$ cat src/rtl/ctrl_hazard_stage.sv
// ctrl_hazard_stage: ID/EX control-bundle register with programmable bubble
// insertion, stall/flush handling and a valid/ready handshake to decode.
// Optional build macro: CTRL_HAZARD_STATS_EN adds a saturating 16-bit
// count of bubble cycles written to ctrl_out (port stat_bubbles).
//
// state  | meaning
// PASS   | ctrl_in is registered each unstalled cycle, or a bubble run starts
// BUBBLE | remaining bubbles of a multi-cycle run are being inserted
module ctrl_hazard_stage #(
  parameter int                CTRL_W      = 13,
  parameter logic [CTRL_W-1:0] BUBBLE_VAL  = {CTRL_W{1'b0}},
  parameter int                MAX_BUBBLES = 3,
  parameter int                CNT_W       = $clog2(MAX_BUBBLES + 1)
) (
  input  logic              clk,
  input  logic              rst_n,
  input  logic [CTRL_W-1:0] ctrl_in,
  input  logic              in_valid,
  output logic              in_ready,
  input  logic              stall,
  input  logic              flush,
  input  logic              bubble_req,
  input  logic [CNT_W-1:0]  bubble_cnt,
  output logic [CTRL_W-1:0] ctrl_out,
  output logic              out_valid,
  output logic [CNT_W-1:0]  bubbles_left,
  output logic              busy
`ifdef CTRL_HAZARD_STATS_EN
  ,
  output logic [15:0]       stat_bubbles
`endif
);

  typedef enum logic {PASS = 1'b0, BUBBLE = 1'b1} state_t;

  localparam logic [CNT_W-1:0] MAX_CNT = CNT_W'(MAX_BUBBLES);
  localparam logic [CNT_W-1:0] ONE_CNT = CNT_W'(1);

  state_t           state;
  logic [CNT_W-1:0] eff_cnt;
  logic             take_bubble;

  // Saturate oversize requests and decide whether a run starts this cycle.
  always_comb begin
    eff_cnt     = (bubble_cnt > MAX_CNT) ? MAX_CNT : bubble_cnt;
    take_bubble = (state == PASS) && bubble_req && (eff_cnt != '0);
    in_ready    = (state == PASS) && !stall && !flush && !take_bubble;
    busy        = (state == BUBBLE);
  end

  // Pipeline register and bubble sequencer; priority reset > flush > stall.
  always_ff @(posedge clk) begin
    if (!rst_n) begin
      state        <= PASS;
      ctrl_out     <= BUBBLE_VAL;
      out_valid    <= 1'b0;
      bubbles_left <= '0;
    end else if (flush) begin
      state        <= PASS;
      ctrl_out     <= BUBBLE_VAL;
      out_valid    <= 1'b0;
      bubbles_left <= '0;
    end else if (!stall) begin
      case (state)
        PASS: begin
          if (take_bubble) begin
            ctrl_out     <= BUBBLE_VAL;
            out_valid    <= 1'b0;
            bubbles_left <= eff_cnt - ONE_CNT;
            state        <= (eff_cnt > ONE_CNT) ? BUBBLE : PASS;
          end else begin
            ctrl_out     <= ctrl_in;
            out_valid    <= in_valid;
          end
        end
        BUBBLE: begin
          // bubbles_left is at least 1 whenever BUBBLE is entered.
          ctrl_out     <= BUBBLE_VAL;
          out_valid    <= 1'b0;
          bubbles_left <= bubbles_left - ONE_CNT;
          if (bubbles_left == ONE_CNT) state <= PASS;
        end
        default: state <= PASS;
      endcase
    end
  end

`ifdef CTRL_HAZARD_STATS_EN
  logic bubble_write;

  assign bubble_write = !flush && !stall && (take_bubble || (state == BUBBLE));

  // Saturating count of bubble cycles actually written to ctrl_out.
  always_ff @(posedge clk) begin
    if (!rst_n) begin
      stat_bubbles <= 16'h0000;
    end else if (bubble_write && (stat_bubbles != 16'hFFFF)) begin
      stat_bubbles <= stat_bubbles + 16'h0001;
    end
  end
`endif

endmodule

$ cat config.mk
export PLATFORM = sky130hd
export DESIGN_NAME = ctrl_hazard_stage
export DESIGN_NICKNAME = d
export VERILOG_FILES = /design/src/rtl/ctrl_hazard_stage.sv
export SDC_FILE = /design/constraint.sdc
export NUM_CORES = 1
export LEC_CHECK = 0
export CAP_MARGIN = 20
export CELL_PAD_IN_SITES_DETAIL_PLACEMENT = 0
export CELL_PAD_IN_SITES_GLOBAL_PLACEMENT = 1
export CORE_ASPECT_RATIO = 1.25
export CORE_MARGIN = 2
export CORE_UTILIZATION = 26
export CTS_CLUSTER_SIZE = 10
export DETAILED_ROUTE_END_ITERATION = 12
export HOLD_SLACK_MARGIN = 0.05
export PLACE_DENSITY_LB_ADDON = 0.1
export SYNTH_ARGS = -nofsm -noshare
export SYNTH_HDL_FRONTEND = slang
export SYNTH_SLANG_ARGS = --single-unit
$ cat constraint.sdc
create_clock -name clk -period 1.8 [get_ports clk]
set_input_delay 0.36 -clock clk [delete_from_list [all_inputs] [get_ports clk]]
set_output_delay 0.36 -clock clk [all_outputs]
set_load 0.02 [all_outputs]
==> results.md, run 1 <==
- Post-Synthesis Cell Area: 683 µm²
- Net Sw Frac: 24.2%
- Setup Crit Path Kind: input port to primary output
- Cells after Synth: 60
- First-pass GRT wire length: 2.81 mm
- Total track usage: 12.2%
- Detailed-route wire length: 1.68 mm
- Top cell family by delay on the critical path: buffers and inverters
- Die Area: 3060 µm²
- Power Internal: 0.000553 W
- Element type at the critical path end: primary output
- Slew margin rel.: 61.7%
- Avg WL per Cell: 11.9 µm
- Yosys top cell by area: dfxtp_1
- Post-route ant nets: 0
- Count of final setup violators: 0
- Slowest-stage cell, CP: clkdlybuf4s50_1
- Hold slack: 0.446 ns
- Slew of the pin with the lowest slew margin: 0.574 ns
- Leakage: 0.487 nW
- Sum of buffers and inverters on the critical path: 2
- Area of the core: 2480 µm²
- WP data arrival: 1.35 ns
- CTS max path bufs: 2
- RSZ-0062 raised after global routing: false
- YS warnings: 0
- Fin Clk Skew: 0.00531 ns
- Worst reg2reg setup slack: 0.60 ns
- Die width: 49.8 µm
- Worst R2R End: bubbles_left[0]
- CTS buffer count: 3
- Synthesized Nets: 84
- CTS sink count: 17
- Required time of the critical path: 1.44 ns
- Die H: 61.3 µm
- DRT Pass-1 Iters: 4
- P_sw: 0.000177 W
- Hold Crit Start: bubble_cnt[1]
- Gate power share: 19.3%
- Vias per inst: 4.57
- Status: completed
- Total gr overflow: 0
- Vias in the first global route: 631
- Avg Cell Area, Syn: 11.4 µm²
- WHS Path Cells: 3
- Iteration-0 DRC Markers: 19
- Vias: 644
- Ant. Diodes: 0
- Largest net degree at the start of global routing: 15
- Clock share of power: 27.2%
- Final Cycle Share: 95.1%
- Number of hold buffers added after cts: 0
- Post-synth top area share: 49.8%
- Hold WC Path Type: input port to register
- H-Tree Depth: 1
- Drt drc: 0
- CTS tree: yes
- PwrDens: 607 nW/µm²
- CP max stage delay: 0.42 ns
- Slew Limit Fails: 0
- Maximum clock rate: 0.584 GHz
- Antenna violations before repair: 0
- Fin crit period: 1.71 ns
- Worst Reg-to-Reg Cells: 4
- Netlist cell types: 24
- Cell Chain, Critical Path: clkdlybuf4s50_1 > nor2b_4 > nor4_2 > buf_4
- Nets: 133
- Register area share after synthesis: 49.8%
- Area contributors post-synth: dfxtp_1 50%, a22o_1 18%, ha_1 5.5%, nor4_4 3.1%, inv_1 2.2%
- Worst IR drop on VDD: 0.234 mV
- Post-layout util: 48.5%
- CP max FO: 2
- Clock transition at the registers of the reported paths: 0.10 ns
- Fraction of layout cells with a size suffix above 1: 19.4%
- Top-level port count: 39
- Synthesis-to-finish area growth: 75.8%
- Reg power frac: 53.5%
- Worst skew pair latency: 0.28 ns
- IO buf count: 38
- Final hold vios: 0
- Rows: 20
- Placer Congestion: 0.655
- WHS Endpoint: busy
- CTS root buf: clkbuf_4
- Synthesized flop and latch total: 17
- RR Startpoint: busy
- Max-cap viol count: 0
- Hpwl dp: 1.27 mm
- Startpoint types: input port
- Initial Util: 27.6%
==> per-stage QoR <==
stage / TNS [ns] / power [W] / setup WS (ns) / area [µm²] / std cells
2_1_floorplan: 0 / 0.000449 / 0.176 / 683 / 60
3_3_place_gp: -5.62 / 0.000534 / -0.442 / 1140 / 136
3_5_place_dp: -5.84 / 0.000535 / -0.454 / 1140 / 136
4_1_cts: -0.0285 / 0.000746 / -0.0285 / 1180 / 141
5_1_grt: 0 / 0.000777 / 0.0352 / 1200 / 141
6_report: 0 / 0.000730 / 0.0891 / 1200 / 141
==> cells in the final DEF, fill, tap and decap left out, types with 2 or more instances in the layout <==
cell / count
clkdlybuf4s50_1: 34
dfxtp_1: 17
dlymetal6s2s_1: 2
inv_1: 3
nand2b_1: 2
clkbuf_4: 3
nor2_1: 2
a22o_1: 14
ha_1: 2
inv_2: 2
buf_4: 8
==> sequential cells by signal, summed over array words and instances, names as in the netlist <==
name and cells:
ctrl_out 13, bubbles_left 2, busy 1, out_valid 1
==> Yosys cell counts <==
cell,number
a211o_1,1
a211oi_1,1
a21oi_1,1
a22o_1,14
a311oi_1,1
a31oi_1,1
a32o_1,1
buf_4,1
buf_6,1
dfxtp_1,17
ha_1,3
inv_1,4
inv_2,1
mux2i_1,1
nand2_1,1
nand2b_1,2
nand2b_2,1
nor2_1,2
nor2_2,1
nor2b_1,1
nor2b_2,1
nor4_1,1
nor4_4,1
o211ai_1,1
==> power groups by stage <==
stage	Combinational, W	Clock (W)	Sequential, W
floorplan	0.0000380	0	0.000411
finish	0.000141	0.000199	0.000390
global route	0.000151	0.000235	0.000392
CTS	0.000139	0.000216	0.000390
detailed placement	0.000136	0	0.000399
global placement	0.000135	0	0.000399
==> worst max path at each step <==
stage	from	endpoint	slack [ns]	cells after the start
3_5_place_dp	bubble_cnt[1]	in_ready	-0.45	6
3_3_place_gp	bubble_cnt[1]	in_ready	-0.44	6
5_1_grt	bubble_req	in_ready	0.04	4
2_1_floorplan	bubble_cnt[1]	in_ready	0.18	4
4_1_cts	bubble_cnt[1]	in_ready	-0.03	6
6_report	bubble_req	in_ready	0.09	4
==> logic make-up after synthesis <==
group / count (synthesis) / synth area share [%]
compound gates: 21 / 25.8
fa+ha+maj: 3 / 5.50
buf+inv: 7 / 5.49
flops: 17 / 49.8
mux: 1 / 1.47
simple gates: 11 / 11.9
==> cell type report <==
cell class	instances	area [µm²]
Timing Repair Buffer	46	454
Clock buffer	3	22.5
Tap cell	33	41.3
Sequential cell	17	340
Multi-Input combinational cell	36	319
Inverter	5	18.8
Clock inverter	1	5.00
Fill cell	225	1280
==> layer usage <==
metal / wire length (µm) / track usage [%] / part of all wire [%] / vias to the layer above
met4: 22 / 7.14 / 1.3 / 0
met3: 136 / 3.88 / 8.1 / 2
met1: 698 / 13.5 / 42 / 297
li1: - / - / - / 321
met2: 822 / 21.0 / 49 / 24
met5: 0 / 0 / 0 / -
==> worst register-to-register path, cell delays in order (launching register included) <==
cell     delay, ns
dfxtp_1       0.37
buf_4         0.17
nor2_1        0.05
a211o_1       0.26
a32o_1        0.25
==> timing repair <==
| action | CTS | global route |
|---|---|---|
| buffers inserted | 1 | 0 |
| pin swaps | 1 | 2 |
| endpoints found under the setup margin | 16 | 1 |
| gates resized for setup | 7 | 6 |
No activity file was read; power rests on OpenSTA's default activity.
==> inputs of run 2 (changes only) <==
- CORE_ASPECT_RATIO: 1.25 -> 2
==> results.md, run 2 (same netlist as run 1, synthesis figures left out) <==
- DRT Pass-1 Iters: 2 (-2)
- Cell Chain, Critical Path: clkdlybuf4s50_1 > inv_2 > ha_4 > nor2b_4 > nor4_2 > buf_4
- Highest-count cells in the layout ignoring fill and taps: 36 x clkdlybuf4s50_1, 17 x dfxtp_1, 14 x a22o_1, 8 x buf_4
- Layout fillers: 253 (+12%)
- Antenna violations before repair: 0 (unchanged)
- RR Startpoint: busy
- Status: completed
- Detailed-route wire length: 1.73 mm (+3.2%)
- Sum of buffers and inverters on the critical path: 3 (+1)
- WP data arrival: 1.38 ns (+0.03 ns)
- Fin crit period: 1.74 ns (+0.0304 ns)
- Avg WL per Cell: 12.7 µm (+6.9%)
- Register Area: 340 µm² (unchanged)
- CTS max path bufs: 2 (unchanged)
- Hold slack: 0.476 ns (+0.0309 ns)
- Vias: 651 (+1.1%)
- Worst IR drop on VDD: 0.283 mV (+21%)
- Slew margin rel.: 75.2% (+14 points)
- Top-level port count: 39 (unchanged)
- CTS sink count: 17 (unchanged)
- PwrDens: 661 nW/µm² (+8.8%)
- Design Power: 0.000810 W (+11%)
- Post-route ant nets: 0 (unchanged)
- Startpoint types: input port
- CTS tree: yes
- Slew Limit Fails: 0 (unchanged)
- Grt met1 use: 13.5% (-0.014 points)
- Clock transition at the registers of the reported paths: 0.06 ns (-0.04 ns)
- Vias per inst: 4.79 (+4.8%)
- Final Cycle Share: 96.7% (+1.7 points)
- Drt drc: 0 (unchanged)
- Area of the core: 2540 µm² (+2.4%)
- Slew of the pin with the lowest slew margin: 0.371 ns (-0.203 ns)
- Worst skew pair latency: 0.24 ns (-0.04 ns)
- Total gr overflow: 0 (unchanged)
- Slowest-stage cell, CP: clkdlybuf4s50_1
- Required time of the critical path: 1.44 ns (about the same)
- Die Area: 3080 µm² (+0.73%)
- First-pass GRT wire length: 2.79 mm (-0.50%)
- CP max FO: 2 (unchanged)
- Placer Congestion: 0.688 (+4.9%)
- Top cell family by delay on the critical path: buffers and inverters
- CTS buffer count: 3 (unchanged)
- Crit. Startpoint: bubble_cnt[1]
- Vias in the first global route: 698 (+11%)
- Iteration-0 DRC Markers: 1 (-18)
- Commonest non-fill, non-tap cell in the layout: clkdlybuf4s50_1
- Reg with most FFs: ctrl_out
- Hold Crit Start: ctrl_out[6]
- Met3 Use GR: 2.04% (-1.8 points)
- GR peak layer: met2
- Hpwl dp: 1.36 mm (+7.3%)
- Largest register FFs: 13 (unchanged)
- Total track usage: 12.6% (+0.39 points)
- Hold WC Path Type: register to register
- Ant. Diodes: 0 (unchanged)
- Fin Clk Skew: 0.00309 ns (-0.00222 ns)
- Worst reg2reg setup slack: 0.57 ns (-0.03 ns)
- Count of final setup violators: 0 (unchanged)
- Top Registers: ctrl_out (13), bubbles_left (2)
- Fraction of layout cells with a size suffix above 1: 19.4% (unchanged)
- IO buf count: 38 (unchanged)
- Setup TNS: 0 ns (unchanged)
- Number of hold buffers added after cts: 0 (unchanged)
- Nets: 133 (unchanged)
- Final hold vios: 0 (unchanged)
- Largest net degree at the start of global routing: 15 (unchanged)
- RSZ-0062 raised after global routing: false
- Die width: 40.2 µm (-19%)
- Leakage: 0.489 nW (+0.27%)
- H-Tree Depth: 1 (unchanged)
- Setup Crit Path Kind: input port to primary output
- Met2 usage in global routing: 21.3% (+0.34 points)
- CP max stage delay: 0.49 ns (+0.07 ns)
- Total placed instance area: 1130 µm² (-0.55%)
- CTS root buf: clkbuf_8
- Final Cell Area: 1230 µm² (+2.1%)
- Max-cap viol count: 0 (unchanged)
- Rows: 26 (+30%)
- Post-layout util: 48.3% (-0.16 points)
- Initial Util: 26.9% (-0.65 points)
- Synthesis-to-finish area growth: 79.5%
- Area of the multi-input gates: 334 µm² (+4.7%)
- Maximum clock rate: 0.574 GHz (-1.7%)
- Die H: 76.5 µm (+25%)
- Element type at the critical path end: primary output
==> run 2: cell count changes in the layout (fill, tap and decap cells not counted), sizes merged <==
| cell | change |
|---|---|
| clkbuf | +1 |
| clkdlybuf4s50 | +2 |
| dlygate4sd2 | -1 |
| dlymetal6s2s | -1 |
| clkinv | -1 |
==> run 2: routing by layer <==
metal	up-vias	share of wire (%)
met4	0	1.4
li1	320	-
met5	-	0
met1	304	38
met3	2	7.0
met2	25	53
==> run 2: what timing repair did <==
action                                  in CTS  in global routing
setup buffers                                1                  0
gates resized for setup                      5                  9
pin swaps                                    1                  0
endpoints found under the setup margin      15                  4
==> run 2: power by group <==
group | leakage (nW) | switching [W] | internal, W
combinational | 0.328 | 0.0000578 | 0.0000870
clock | 0.0228 | 0.000118 | 0.000157
sequential | 0.138 | 0.00000500 | 0.000386
==> run 2: area by class of cell <==
| cell class | instances | area share (%) |
|---|---|---|
| clock buffer | 4 | 3.67 |
| inverter | 5 | 1.53 |
| multi-input combinational | 36 | 27.2 |
| sequential | 17 | 27.8 |
| tap | 28 | 2.86 |
| timing repair buffer | 46 | 36.9 |
==> run 2: worst reg2reg max path: stages, from the launching register on <==
cell and delay, ns:
dfxtp_1 0.37, buf_4 0.18, nor2_1 0.06, a211o_1 0.26, a32o_1 0.25
==> run 2: final timing paths <==
kind | endpoint | cells after the start
hold / removal | ctrl_out[6] | 1
setup reg to reg | bubbles_left[0] | 4
hold reg to reg | ctrl_out[6] | 1
setup / recovery | in_ready | 6
==> run 2: metrics by stage <==
stage               worst slack, ns  cells
CTS                        -0.00397    136
detailed placement           -0.471    131
global placement             -0.446    131
finish                       0.0587    136
floorplan                     0.176     60
global route                 0.0124    136
